File: src/rtl/bcd_display_driver_pkg.sv
// ============================================================================
//  Module   : bcd_display_driver_pkg
//  Purpose  : Shared constants and helpers for the 8-digit seven-segment driver
//  Revision : 1.0  initial release
// ============================================================================
`default_nettype none

package bcd_display_driver_pkg;

    localparam int NUM_DIGITS = 8;

    // Decimal point sits after h1, m1 and s1 (slots 6, 4, 2).
    localparam logic [7:0] DP_MASK = 8'b0101_0100;

    // Active-low glyphs, bit order {g,f,e,d,c,b,a}
    localparam logic [6:0] SEG_0    = 7'b1000000;
    localparam logic [6:0] SEG_1    = 7'b1111001;
    localparam logic [6:0] SEG_2    = 7'b0100100;
    localparam logic [6:0] SEG_3    = 7'b0110000;
    localparam logic [6:0] SEG_4    = 7'b0011001;
    localparam logic [6:0] SEG_5    = 7'b0010010;
    localparam logic [6:0] SEG_6    = 7'b0000010;
    localparam logic [6:0] SEG_7    = 7'b1111000;
    localparam logic [6:0] SEG_8    = 7'b0000000;
    localparam logic [6:0] SEG_9    = 7'b0010000;
    localparam logic [6:0] SEG_DASH = 7'b0111111;
    localparam logic [6:0] SEG_OFF  = 7'b1111111;

    localparam logic [7:0] AN_OFF   = 8'hFF;

    // Slot d displays nibble d+1 of the snapshot; ms1 (nibble 0) is never shown.
    function automatic logic [3:0] slot_nibble(input logic [35:0] snap,
                                               input logic [2:0]  slot);
        return snap[4*int'(slot)+4 +: 4];
    endfunction

    function automatic logic [7:0] slot_anode(input logic [2:0] slot);
        return ~(8'b0000_0001 << slot);
    endfunction

endpackage

`default_nettype wire

File: src/rtl/bcd_display_driver_bcd_to_seg.sv
// ============================================================================
//  Module   : bcd_to_seg
//  Purpose  : Combinational BCD nibble to active-low seven-segment glyph
//  Revision : 1.0  initial release
// ============================================================================
`default_nettype none

module bcd_to_seg
    import bcd_display_driver_pkg::*;
(
    input  logic [3:0] i_bcd,
    output logic [6:0] o_seg
);

    always_comb begin
        o_seg = SEG_DASH;
        case (i_bcd)
            4'd0:    o_seg = SEG_0;
            4'd1:    o_seg = SEG_1;
            4'd2:    o_seg = SEG_2;
            4'd3:    o_seg = SEG_3;
            4'd4:    o_seg = SEG_4;
            4'd5:    o_seg = SEG_5;
            4'd6:    o_seg = SEG_6;
            4'd7:    o_seg = SEG_7;
            4'd8:    o_seg = SEG_8;
            4'd9:    o_seg = SEG_9;
            default: o_seg = SEG_DASH;
        endcase
    end

endmodule

`default_nettype wire

File: src/rtl/bcd_display_driver.sv
// ============================================================================
//  Module   : bcd_display_driver
//  Purpose  : Multiplexed 8-digit display of HH MM SS ms3 ms2 with edit blink
//             and done flash
//  Revision : 1.0  initial release
// ============================================================================
`default_nettype none

module bcd_display_driver
    import bcd_display_driver_pkg::*;
#(
    parameter int SCAN_DIV  = 100_000,
    parameter int BLINK_DIV = 25_000_000
) (
    input  logic        clk,
    input  logic        rst,
    input  logic [35:0] time_bcd,
    input  logic        edit,
    input  logic [2:0]  curr_digit,
    input  logic        done,
    output logic [7:0]  an,
    output logic [6:0]  seg,
    output logic        dp
);

    localparam int c_scan_w  = (SCAN_DIV  > 1) ? $clog2(SCAN_DIV)  : 1;
    localparam int c_blink_w = (BLINK_DIV > 1) ? $clog2(BLINK_DIV) : 1;
    localparam logic [c_scan_w-1:0]  c_scan_last  = c_scan_w'(SCAN_DIV - 1);
    localparam logic [c_blink_w-1:0] c_blink_last = c_blink_w'(BLINK_DIV - 1);
    localparam logic [2:0]           c_last_slot  = 3'(NUM_DIGITS - 1);

    logic [c_scan_w-1:0]  r_scan_cnt;
    logic [2:0]           r_digit_idx;
    logic [c_blink_w-1:0] r_blink_cnt;
    logic                 r_blink_on;
    logic [35:0]          r_snap;
    logic                 r_first;
    logic [7:0]           r_an;
    logic [6:0]           r_seg;
    logic                 r_dp;

    logic                 w_scan_wrap;
    logic                 w_frame_wrap;
    logic                 w_blink_run;
    logic                 w_blink_wrap;
    logic [3:0]           w_nibble;
    logic [6:0]           w_glyph;
    logic                 w_blank;

    assign w_scan_wrap  = (r_scan_cnt == c_scan_last);
    assign w_frame_wrap = w_scan_wrap && (r_digit_idx == c_last_slot);
    assign w_blink_run  = edit | done;
    assign w_blink_wrap = (r_blink_cnt == c_blink_last);
    assign w_nibble     = slot_nibble(r_snap, r_digit_idx);

    bcd_to_seg u_bcd_to_seg (
        .i_bcd (w_nibble),
        .o_seg (w_glyph)
    );

    // Edit blinking takes priority; done only flashes when not editing.
    always_comb begin
        w_blank = 1'b0;
        if (edit) begin
            if (!r_blink_on && (curr_digit < 3'd6) &&
                (r_digit_idx == (c_last_slot - curr_digit))) begin
                w_blank = 1'b1;
            end
        end else if (done) begin
            w_blank = !r_blink_on;
        end
    end

    always_ff @(posedge clk) begin
        if (rst) begin
            r_scan_cnt  <= '0;
            r_digit_idx <= 3'd0;
        end else begin
            if (w_scan_wrap) begin
                r_scan_cnt  <= '0;
                r_digit_idx <= r_digit_idx + 3'd1;
            end else begin
                r_scan_cnt  <= r_scan_cnt + 1'b1;
            end
        end
    end

    // Snapshot only at frame boundaries so a frame never mixes two times.
    always_ff @(posedge clk) begin
        if (rst) begin
            r_snap  <= '0;
            r_first <= 1'b1;
        end else begin
            r_first <= 1'b0;
            if (r_first || w_frame_wrap) begin
                r_snap <= time_bcd;
            end
        end
    end

    // Idle blink state is "lit" so a freshly edited digit appears at once.
    always_ff @(posedge clk) begin
        if (rst) begin
            r_blink_cnt <= '0;
            r_blink_on  <= 1'b1;
        end else if (w_blink_run) begin
            if (w_blink_wrap) begin
                r_blink_cnt <= '0;
                r_blink_on  <= !r_blink_on;
            end else begin
                r_blink_cnt <= r_blink_cnt + 1'b1;
            end
        end else begin
            r_blink_cnt <= '0;
            r_blink_on  <= 1'b1;
        end
    end

    always_ff @(posedge clk) begin
        if (rst) begin
            r_an  <= AN_OFF;
            r_seg <= SEG_OFF;
            r_dp  <= 1'b1;
        end else if (w_blank) begin
            r_an  <= AN_OFF;
            r_seg <= SEG_OFF;
            r_dp  <= 1'b1;
        end else begin
            r_an  <= slot_anode(r_digit_idx);
            r_seg <= w_glyph;
            r_dp  <= !DP_MASK[r_digit_idx];
        end
    end

    assign an  = r_an;
    assign seg = r_seg;
    assign dp  = r_dp;

endmodule

`default_nettype wire
File: config.mk
export PLATFORM = sky130hd
export DESIGN_NAME = bcd_display_driver
export DESIGN_NICKNAME = d
export VERILOG_FILES = /design/src/rtl/bcd_display_driver_pkg.sv /design/src/rtl/bcd_display_driver_bcd_to_seg.sv /design/src/rtl/bcd_display_driver.sv
export SDC_FILE = /design/constraint.sdc
export NUM_CORES = 1
export LEC_CHECK = 0
export CAP_MARGIN = 10
export CORE_UTILIZATION = 34
export DETAILED_ROUTE_END_ITERATION = 10
export GPL_ROUTABILITY_DRIVEN = 0
export PLACE_DENSITY = 0.54
export SETUP_SLACK_MARGIN = 0.2
export SLEW_MARGIN = 20
export SYNTH_ARGS = -nofsm -noshare
export SYNTH_HDL_FRONTEND = slang
export SYNTH_HIERARCHICAL = 1
export SYNTH_SLANG_ARGS = --single-unit
File: constraint.sdc
create_clock -name clk -period 3 [get_ports clk]
set_input_delay 0.6 -clock clk [delete_from_list [all_inputs] [get_ports clk]]
set_output_delay 0.6 -clock clk [all_outputs]
set_load 0.05 [all_outputs]
==> results of run 1 <==
==> cells in the final DEF (no fill, tap or decap), types with 2 or more instances in the layout <==
cell type,n
inv_1,12
and3_1,4
and3b_1,3
dfxtp_1,95
clkbuf_16,9
xor2_1,9
and4_1,6
nand2_1,60
a21oi_1,23
o31ai_1,9
nor2_1,40
ha_1,12
nand4_1,16
nor4_1,5
nor3b_1,68
nand3_1,49
mux4_2,8
clkinv_1,2
o21ai_0,40
xnor2_1,18
nor2b_1,2
nor4bb_1,3
or4_1,46
a31oi_1,33
clkdlybuf4s50_1,53
or3_1,7
inv_6,3
nor3_1,3
nor4b_1,3
buf_4,12
==> stage by stage <==
stage | total power, mW | setup slack (ns) | hold WS [ns] | cell area (µm²) | util
floorplan | 1.62 | 0.305 | 0.368 | 5380 | -
global placement | 1.74 | 0.480 | 0.383 | 6040 | 0.394
detailed placement | 1.75 | 0.449 | 0.382 | 6040 | 0.394
CTS | 2.87 | 0.428 | 0.400 | 6320 | 0.413
global route | 2.96 | 0.298 | 0.419 | 6320 | 0.413
finish | 2.82 | 0.441 | 0.395 | 6320 | 0.413
==> power by group through the flow <==
| stage | combinational [mW] | clock (mW) | sequential (mW) |
|---|---|---|---|
| floorplan | 0.190 | 0 | 1.43 |
| global placement | 0.343 | 0 | 1.40 |
| detailed placement | 0.351 | 0 | 1.40 |
| CTS | 0.352 | 1.15 | 1.37 |
| global route | 0.384 | 1.20 | 1.38 |
| finish | 0.350 | 1.11 | 1.37 |
==> kinds of logic after synthesis <==
kind of cell,Yosys count,synth area share
and+or+nand+nor,328,0.363
muxes,9,0.0354
adders and majority gates,13,0.0303
xor gates and xnor gates,27,0.0440
AOI/OAI and AO/OA,110,0.117
buffers and inverters,71,0.0526
DFF,96,0.358
==> worst max-delay path by stage <==
stage          slack [ns]           start     end
2_1_floorplan        0.31  r_digit_idx[0]  seg[2]
3_3_place_gp         0.48  r_digit_idx[0]  seg[1]
3_5_place_dp         0.45  r_digit_idx[0]  seg[1]
4_1_cts              0.43  r_digit_idx[0]  seg[2]
5_1_grt              0.30  r_digit_idx[0]  seg[1]
6_report             0.44  r_digit_idx[0]  seg[1]
==> flip-flops by register name, summed over array words and instances, names as in the netlist, named ones only <==
signal       count
r_first          1
an               8
seg              7
r_blink_cnt     25
dp               1
r_blink_on       1
r_scan_cnt      17
r_snap          32
r_digit_idx      3
==> layer usage <==
layer | up-vias | track usage | wire, µm
met2 | 94 | 0.267 | 6240
met1 | 2327 | 0.232 | 6480
met5 | - | 0 | 0
met3 | 9 | 0.0317 | 471
met4 | 0 | 0.0498 | 121
li1 | 2456 | - | -
==> final cells by class <==
class,instances,area [µm²]
clock inverter,6,50.0
clock buffer,10,229
timing repair buffer,66,626
tap,211,264
inverter,14,52.6
multi-input combinational,487,3170
sequential,96,1920
fill,1532,9000
==> worst max-delay path, cell delays in order, from the launching register on <==
cell     delay, ns
dfxtp_1       0.31
buf_4         0.26
mux4_2        0.56
nand2_1       0.09
nand2_1       0.17
inv_1         0.16
ha_1          0.25
nor2_1        0.10
nor2_1        0.06
or4_1         0.49
==> out/results.txt, run 1 <==
Die ar. -> 16300 µm²
fin cells -> 890
CTS tree -> built
Fin. Hold Viols -> 0
initial antenna violation count -> 0
post-synthesis cell area -> 5380 µm²
Critical Path RT -> 3.23 ns
Logic pwr share -> 0.124
Bufs on Longest Clock Path -> 2
worst r2r src -> r_digit_idx[0]
Distinct cells, synth -> 49
crit path max fanout -> 14
GR Util All Layers -> 0.168
R2R setup slack -> 0.44 ns
Critical R2R Capture -> seg[1]
initial core utilization -> 0.351
Max Cap Viol -> 0
sequential power share -> 0.484
Ports -> 59
Clock Skew -> 0.0102 ns
post-synthesis async set-or-reset flop share -> 0
post-cts sizing count -> 0
Placement Rows -> 45
Final Cycle Share -> 0.853
Startpoint Class -> register
fraction of layout instances using a drive strength above 1 -> 0.0648
crit path kind -> reg2reg
synth top area cells -> dfxtp_1, nor3b_1, or4_1
Lkg Pwr -> 2.04 nW
CTS Buf Count -> 9
setup violators final -> 0
global-route wire length before repair -> 22.1 mm
switch share -> 0.265
leading area contributor after synthesis -> dfxtp_1
Yosys top cell area share -> 0.358
post-CTS setup buffer count -> 0
Die H -> 128 µm
via/cell ratio -> 5.49
synthesis-to-layout area growth -> 17.5%
Setup crit end kind -> register
top_reg_cell synth -> dfxtp_1
Final ANT Viol Nets -> 0
clock power share -> 0.392
Pint -> 2.08 mW
Ant. Diodes -> 0
worst-margin pin slew -> 0.737 ns
Synth Register Bits -> 96
Starting DRT DRC Count -> 341
Die X -> 128 µm
Synth Warn # -> 6
syn_area_per_cell -> 8.22 µm²
max frequency -> 391 MHz
I/O Buffers -> 54
sequential area share after synthesis -> 0.358
Hold Path Sink -> dp
count leader, synth -> dfxtp_1
number of synthesized flops with an enable pin -> 0
GR Overflow Total -> 0
Post-route DRC -> 0
placed cell count -> 874
DRT Pass-1 Iters -> 5
Hold Path Class -> reg2reg
unrepaired setup endpoints after global routing -> no
Num Clock Sinks -> 96
clk slew on worst S/H paths -> 0.07 ns
Cell Pwr Density -> 447 nW/µm²
switching pwr -> 749 µW
worst vdd ir -> 0.340 mV
hold path depth -> 1
top cells by count, synth -> dfxtp_1, nor3b_1, nand2_1, clkbuf_1, nand3_1
# H-tree levels -> 3
Max-slew headroom -> 0.509
largest net degree at the start of global routing -> 65
Fin Setup TNS -> 0 ns
worst-skew pair later-pin latency -> 0.35 ns
root buf cell -> clkbuf_16
Core Region -> 15300 µm²
Slew Limit Fails -> 0
DR WL/cell -> 15.0 µm
vias in the first global route -> 4421
Mapped Cells -> 654
Post-CTS Hold Buffers -> 0
layout net count -> 730
cell depth of the worst flop-to-flop path -> 9
status -> completed
Worst Path Arrival -> 2.79 ns
Final Critical Period -> 2.56 ns
post-DP HPWL -> 8.66 mm
syn nets -> 710
via count -> 4886
drt total wl -> 13.3 mm
(Power assumes the default switching activity.)
==> run 2: changes to the inputs <==
==> constraint.sdc (replaced) <==
create_clock -name clk -period 2.6 [get_ports clk]
set_input_delay 0.52 -clock clk [delete_from_list [all_inputs] [get_ports clk]]
set_output_delay 0.52 -clock clk [all_outputs]
set_load 0.05 [all_outputs]
==> out/results.txt, run 2 (synthesized netlist as in run 1, its figures left out) <==
Final Cycle Share -> 0.892
Worst Path Arrival -> 2.55 ns
Ports -> 59
root buf cell -> clkbuf_16
Fin Setup TNS -> 0 ns
Placement Rows -> 45
crit path kind -> reg2reg
via count -> 4864
Max Cap Viol -> 0
CTS tree -> built
most common cell after layout, fill and taps aside -> dfxtp_1
worst-skew pair later-pin latency -> 0.35 ns
Hold Path Class -> reg2reg
synthesis-to-layout area growth -> 20.0%
Startpoint Class -> register
Max-slew headroom -> 0.548
GR Overflow Total -> 0
clk slew on worst S/H paths -> 0.07 ns
Slew Limit Fails -> 0
Logic pwr share -> 0.126
max reg flops -> 32
worst vdd ir -> 0.315 mV
drt total wl -> 13.3 mm
biggest regs -> r_snap x32, r_blink_cnt x25, r_scan_cnt x17
Final Critical Period -> 2.32 ns
vias in the first global route -> 4454
Fin. Hold Viols -> 0
post-DP HPWL -> 8.69 mm
Bufs on Longest Clock Path -> 2
max frequency -> 431 MHz
initial core utilization -> 0.351
# H-tree levels -> 3
setup violators final -> 0
switch share -> 0.270
Final ANT Viol Nets -> 0
post-layout util -> 0.421
Ant. Diodes -> 0
Setup crit end kind -> register
placed cell areas -> 6110 µm²
Final Instance Area -> 6450 µm²
slowest stage delay, CP -> 0.53 ns
Total Power -> 3.33 mW
CTS Buf Count -> 9
via/cell ratio -> 5.42
global-route wire length before repair -> 22.4 mm
Num Clock Sinks -> 96
fraction of layout instances using a drive strength above 1 -> 0.0932
switching pwr -> 899 µW
Lkg Pwr -> 2.10 nW
Critical-path top delay cell -> mux4_2
DR WL/cell -> 14.8 µm
delay-heaviest family, CP -> simple AND/OR/NAND/NOR gates
register area -> 1930 µm²
GR Util All Layers -> 0.170
unrepaired setup endpoints after global routing -> yes
Die ar. -> 16300 µm²
Pint -> 2.44 mW
clock power share -> 0.400
crit path max fanout -> 8
Die X -> 128 µm
Clock Skew -> 0.00945 ns
Critical Path RT -> 2.83 ns
Starting DRT DRC Count -> 319
combined area of the multi-input logic cells -> 3200 µm²
layout net count -> 738
DRT Pass-1 Iters -> 4
FILL cells -> 1552
Largest Register -> r_snap
largest net degree at the start of global routing -> 65
Cell Pwr Density -> 517 nW/µm²
sequential power share -> 0.474
commonest cells after routing, fill and taps aside -> dfxtp_1, nor3b_1, nand2_1
Core Region -> 15300 µm²
initial antenna violation count -> 0
Buf/Inv on CP -> 1
worst-margin pin slew -> 0.678 ns
status -> completed
Post-route DRC -> 0
cell breakdown of the critical path -> buf_12 > mux4_2 > nand2_2 > nand2_4 > ha_1 > nor3b_1 > a21o_1 > or4_1
Die H -> 128 µm
I/O Buffers -> 54
==> run 2: what timing repair did <==
item,4_1_cts,5_1_grt
hold buffers,0,0
gates cloned,0,0
gates resized for setup,3,13
endpoints found under the setup margin,4,6
buffers inserted,0,2
pin swaps,0,3
==> run 2: final timing paths <==
path / startpoint / slack, ns / end / cells past startpoint
hold reg to reg: register / 0.40 / dp / 1
hold / removal: register / 0.40 / dp / 1
setup / recovery: r_digit_idx[0] / 0.28 / seg[2] / 8
setup reg to reg: r_digit_idx[0] / 0.28 / seg[2] / 8
==> run 2: power groups by stage <==
stage / clock (mW) / combinational, mW / sequential [mW]
floorplan: 0 / 0.219 / 1.65
global placement: 0 / 0.402 / 1.61
detailed placement: 0 / 0.410 / 1.61
CTS: 1.38 / 0.411 / 1.58
global route: 1.44 / 0.458 / 1.59
finish: 1.33 / 0.421 / 1.58
==> run 2: routing by layer <==
layer	vias to the layer above	track usage	part of all wire	routed length [µm]
met1	2324	0.239	0.50	6710
met5	-	0	0	0
met4	0	0.0457	0.0086	114
met2	70	0.265	0.45	6050
li1	2463	-	-	-
met3	7	0.0330	0.033	435
==> run 2: final cells by class <==
type / instances / area share
Clock inverter: 6 / 0.00834
Tap cell: 211 / 0.0409
Multi-Input combinational cell: 487 / 0.496
Sequential cell: 96 / 0.298
Timing Repair Buffer: 74 / 0.110
Inverter: 14 / 0.00892
Clock buffer: 10 / 0.0370
==> run 2: stage by stage <==
step	std cells	hold WS [ns]	setup slack, ns
CTS	896	0.417	0.225
floorplan	654	0.368	0.203
detailed placement	880	0.398	0.154
global placement	880	0.385	0.178
global route	898	0.434	0.199
finish	898	0.404	0.280
==> run 3: changes to the inputs <==
--- a/config.mk
+++ b/config.mk
@@ -8,7 +8,6 @@
 export CAP_MARGIN = 10
 export CORE_UTILIZATION = 34
 export DETAILED_ROUTE_END_ITERATION = 10
-export GPL_ROUTABILITY_DRIVEN = 0
 export PLACE_DENSITY = 0.54
 export SETUP_SLACK_MARGIN = 0.2
 export SLEW_MARGIN = 20
==> results of run 3 <==
The final DEF is identical to that of run 2; final timing and power are the same.
